==> src/rtl/serial_adder.sv <==
// Bit-serial WIDTH-bit adder: one full_adder cell, a carry flop and shift registers, LSB first.
// Optional signed-overflow output enabled by defining SERIAL_ADDER_OVF_EN.

module full_adder (
   input  logic a,
   input  logic b,
   input  logic ci,
   output logic s,
   output logic co
);
   assign s  = a ^ b ^ ci;
   assign co = (a & b) | (ci & (a ^ b));
endmodule

module serial_adder #(
   parameter int WIDTH = 4
) (
   input  logic             clk,
   input  logic             rst,
   input  logic             start,
   input  logic [WIDTH-1:0] a,
   input  logic [WIDTH-1:0] b,
   input  logic             ci,
   output logic             busy,
   output logic             done,
   output logic [WIDTH-1:0] s,
   output logic             co
`ifdef SERIAL_ADDER_OVF_EN
   ,output logic            ovf
`endif
);

   localparam int CW = $clog2(WIDTH);
   localparam logic [CW-1:0] LAST    = CW'(WIDTH - 1);
   localparam logic [CW-1:0] PRELAST = CW'(WIDTH - 2);

   typedef enum logic [1:0] {
      IDLE,
      SHIFT,
      DONE
   } state_e;

   state_e           state_q, state_d;
   logic [WIDTH-1:0] ra_q, ra_d;
   logic [WIDTH-1:0] rb_q, rb_d;
   logic [WIDTH-1:0] sreg_q, sreg_d;
   logic             carry_q, carry_d;
   logic [CW-1:0]    count_q, count_d;
   logic [WIDTH-1:0] s_q, s_d;
   logic             co_q, co_d;
`ifdef SERIAL_ADDER_OVF_EN
   logic             cprev_q, cprev_d;
   logic             ovf_q, ovf_d;
`endif

   logic fa_s;
   logic fa_co;

   full_adder u_fa (
      .a  (ra_q[0]),
      .b  (rb_q[0]),
      .ci (carry_q),
      .s  (fa_s),
      .co (fa_co)
   );

   always_comb begin
      // NOTE: every next-state value defaults to its register first so no path leaves it unassigned (no latches).
      state_d = state_q;
      ra_d    = ra_q;
      rb_d    = rb_q;
      sreg_d  = sreg_q;
      carry_d = carry_q;
      count_d = count_q;
      s_d     = s_q;
      co_d    = co_q;
`ifdef SERIAL_ADDER_OVF_EN
      cprev_d = cprev_q;
      ovf_d   = ovf_q;
`endif

      unique case (state_q)
         IDLE, DONE: begin
            state_d = IDLE;
            if (start) begin
               ra_d    = a;
               rb_d    = b;
               carry_d = ci;
               count_d = '0;
               sreg_d  = '0;
`ifdef SERIAL_ADDER_OVF_EN
               cprev_d = 1'b0;
`endif
               state_d = SHIFT;
            end
         end
         SHIFT: begin
            sreg_d  = {fa_s, sreg_q[WIDTH-1:1]};
            carry_d = fa_co;
            ra_d    = ra_q >> 1;
            rb_d    = rb_q >> 1;
            count_d = count_q + 1'b1;
`ifdef SERIAL_ADDER_OVF_EN
            // Carry out of bit WIDTH-2 is the carry into the MSB.
            if (count_q == PRELAST) cprev_d = fa_co;
`endif
            if (count_q == LAST) begin
               count_d = '0;
               s_d     = {fa_s, sreg_q[WIDTH-1:1]};
               co_d    = fa_co;
`ifdef SERIAL_ADDER_OVF_EN
               ovf_d   = cprev_q ^ fa_co;
`endif
               state_d = DONE;
            end
         end
         default: state_d = IDLE;
      endcase
   end

   always_ff @(posedge clk) begin
      // NOTE: sequential state uses non-blocking assignments so every flop samples pre-edge values.
      if (rst) begin
         state_q <= IDLE;
         ra_q    <= '0;
         rb_q    <= '0;
         sreg_q  <= '0;
         carry_q <= 1'b0;
         count_q <= '0;
         s_q     <= '0;
         co_q    <= 1'b0;
`ifdef SERIAL_ADDER_OVF_EN
         cprev_q <= 1'b0;
         ovf_q   <= 1'b0;
`endif
      end else begin
         state_q <= state_d;
         ra_q    <= ra_d;
         rb_q    <= rb_d;
         sreg_q  <= sreg_d;
         carry_q <= carry_d;
         count_q <= count_d;
         s_q     <= s_d;
         co_q    <= co_d;
`ifdef SERIAL_ADDER_OVF_EN
         cprev_q <= cprev_d;
         ovf_q   <= ovf_d;
`endif
      end
   end

   assign busy = (state_q == SHIFT);
   assign done = (state_q == DONE);
   assign s    = s_q;
   assign co   = co_q;
`ifdef SERIAL_ADDER_OVF_EN
   assign ovf  = ovf_q;
`endif

endmodule

==> config.mk <==
export PLATFORM = sky130hd
export DESIGN_NAME = serial_adder
export DESIGN_NICKNAME = d
export VERILOG_FILES = /design/src/rtl/serial_adder.sv
export SDC_FILE = /design/constraint.sdc
export NUM_CORES = 1
export LEC_CHECK = 0
export BUFFER_PORTS_ARGS = -buffer_cell sky130_fd_sc_hd__buf_2
export CAP_MARGIN = 30
export CORE_ASPECT_RATIO = 0.8
export CORE_MARGIN = 10
export CORE_UTILIZATION = 45
export CTS_CLUSTER_SIZE = 8
export DETAILED_ROUTE_END_ITERATION = 12
export GPL_ROUTABILITY_DRIVEN = 1
export HOLD_SLACK_MARGIN = 0.15
export PLACE_DENSITY = 0.75
export SLEW_MARGIN = 20
export SYNTH_ARGS = -nofsm -noshare
export SYNTH_HDL_FRONTEND = slang
export SYNTH_HIERARCHICAL = 1
export SYNTH_SLANG_ARGS = --single-unit
==> constraint.sdc <==
create_clock -name clk -period 1.3 [get_ports clk]
set_input_delay 0.065 -clock clk [delete_from_list [all_inputs] [get_ports clk]]
set_output_delay 0.065 -clock clk [all_outputs]
set_load 0.005 [all_outputs]
==> metrics <==
status complete, no violations; critical path type flip-flop to output pin; largest cells by area after synthesis dfxtp_1 45%, a311oi_2 11%, nand2_1 10%; setup TNS 0 ns; Metal-1 WL 980 um; vias per std cell 5.091; Static Leak 0.4592 nW; Post-CTS Setup Repair Bufs 0; final setup violation count 0; class of the worst hold path primary input to flip-flop; Main synth FF type dfxtp_1; RR Startpoint ra_q[0]; share of cells above drive strength 1 0.2769; Synth warnings 6; syn avg cell area 8.999 um^2; num rows 14; Antenna diodes 0; global-route wire length before repair 3.381 mm; vias in the first global route 778; WL final 1.970 mm; crit-path cells nand2b_2 -> inv_4 -> buf_2; root buffer cell clkbuf_4; Slew HR 0.6966; WL per Instance 12.79 um; CTS sink count 21; Port Buffer Count 18; power density over the cells 1063 nW/um^2; Tot GR Track Use 0.09488; gr ovfl total 0; VDD IR max 0.0007335 V; FFs w/ async S/R, synth 0; Yosys cell types 23; clock skew 0.008760 ns; DR vias 784; biggest area consumer among synthesized cells dfxtp_1; I/O pins 19; placed instance area 1022 um^2; TritonCTS clock tree done; Post-DP HPWL 1.360 mm; H-tree Lvls 1; gp weighted congestion 0.6964; WP buf/inv 2; Fin. Hold Viols 0; Reg2Reg Depth 3; uppermost layer routed met4; initial antenna violation count 0; Post-synth EDFFs 0; initial core utilization 0.4857; CP Max Fanout 10; slowest CP cell dfxtp_1; Critical Path Start Type flip-flop; f_max 0.8374 GHz; Crit. End Element output pin; TritonCTS Buffers 3; worst hold path depth 2; cell family with most CP delay flip-flops; most frequent cell after synthesis nand2_1; WHS Endpoint state_q[1]; area delta synth->final 23.66%; top cell type's share of synthesized area 0.4492; post-route cell area 1157 um^2; Critical Path Stages 3; RSZ-0062 raised after global routing false; Layout Utilization 0.6006; initial drt markers 15; maximum clock path buffer count 2; Nets 145; arrival time of the worst setup path 1.13 ns; die height 60.79 um; Mapped Cells 104; 1st-pass router iterations 4; Core Area 1927 um^2; overall power 1.231 mW; Net Count, Synth 118; min-delay src rst; Max Cap Viol 0; chip width 70.99 um; Required @ worst endpoint 1.24 ns; period utilization 0.9186; largest net degree at the start of global routing 22; die area 4315 um^2; Mapped Area 935.9 um^2; slowest cell delay on critical path 0.35 ns; Reg2Reg Setup Slack 0.13 ns; fin. max-slew vios 0; Clock transition at path regs 0.11 ns; WHS 0.1854 ns; clock latency on the worst-skew pair 0.30 ns; worst slew pin tran 0.4552 ns; register area share after synthesis 0.4492; DRC Markers 0; met3 WL post-DR 79 um; r2r endpoint s[3]; min Tclk post-route 1.194 ns; synth cell count leaders 25 x nand2_1, 21 x dfxtp_1, 11 x a21oi_1, 11 x nand3_1, 10 x nor2_1; Yosys reg bits 21; routed wl met2 889 um; Final ANT Viol Nets 0
[cells in the final DEF (no fill, tap or decap), drive strengths merged]
cell	count
nand2	25
dfxtp	21
buf	21
nand3	11
a21oi	11
nor2	10
dlygate4sd3	9
a311oi	7
clkbuf	4
nand2b	2
inv	1
and2b	1
nor2b	1
nor4b	1
a31oi	1
nand3b	1
o21a	1
ha	1
fa	1
[worst max path at each step]
| stage | slack [ns] | end | start |
|---|---|---|---|
| 3_5_place_dp | 0.02 | s[3] | count_q[0] |
| 4_1_cts | 0.004 | s[3] | count_q[0] |
| 5_1_grt | 0.007 | s[0] | count_q[0] |
| 2_1_floorplan | 0.22 | s[3] | ra_q[0] |
| 3_3_place_gp | 0.06 | s[1] | count_q[0] |
| 6_report | 0.11 | busy | state_q[1] |
[stage by stage]
step | setup WS, ns | std cells
floorplan | 0.2170 | 104
global placement | 0.05825 | 141
detailed placement | 0.01813 | 141
CTS | 0.004322 | 154
global route | 0.006756 | 154
finish | 0.1058 | 154
[state kept, by name, summed over array words and instances, names as in the netlist]
signal,flops
ra_q,4
rb_q,4
s,4
sreg_q,3
count_q,2
state_q,2
carry_q,1
co,1
[report_power, final]
group / switching [mW] / internal (mW) / leakage [nW]
Combinational: 0.110 / 0.104 / 0.272
Sequential: 0.0264 / 0.679 / 0.172
Clock: 0.192 / 0.120 / 0.0150
Total: 0.328 / 0.902 / 0.459
[final cells by class]
type | instances | area, um^2
fill | 179 | 769.5
multi-input combinational | 74 | 457.9
sequential | 21 | 421.7
timing repair buffer | 30 | 215.2
tap | 24 | 30.03
clock buffer | 4 | 26.28
inverter | 1 | 6.256
[cells by family after synthesis]
group / share of synthesized area
adders and majority gates: 0.03476
DFF: 0.4492
AOI/OAI and AO/OA: 0.1858
buffers and inverters: 0.07752
and+or+nand+nor: 0.2527
[what timing repair did]
| action | 4_1_cts | 5_1_grt |
|---|---|---|
| resized for setup | 1 | 4 |
| endpoints found under the hold margin | 9 | 0 |
| pin swaps | 0 | 1 |
| cloned | 0 | 0 |
| setup endpoints to repair | 1 | 7 |
| hold buffers | 9 | 0 |
[per-layer routing]
metal	vias to the layer above	track usage
li1	410	-
met2	13	0.1635
met5	-	0
met3	4	0.03752
met4	0	0.03306
met1	357	0.1058
No activity file was read; power rests on OpenSTA's default activity.
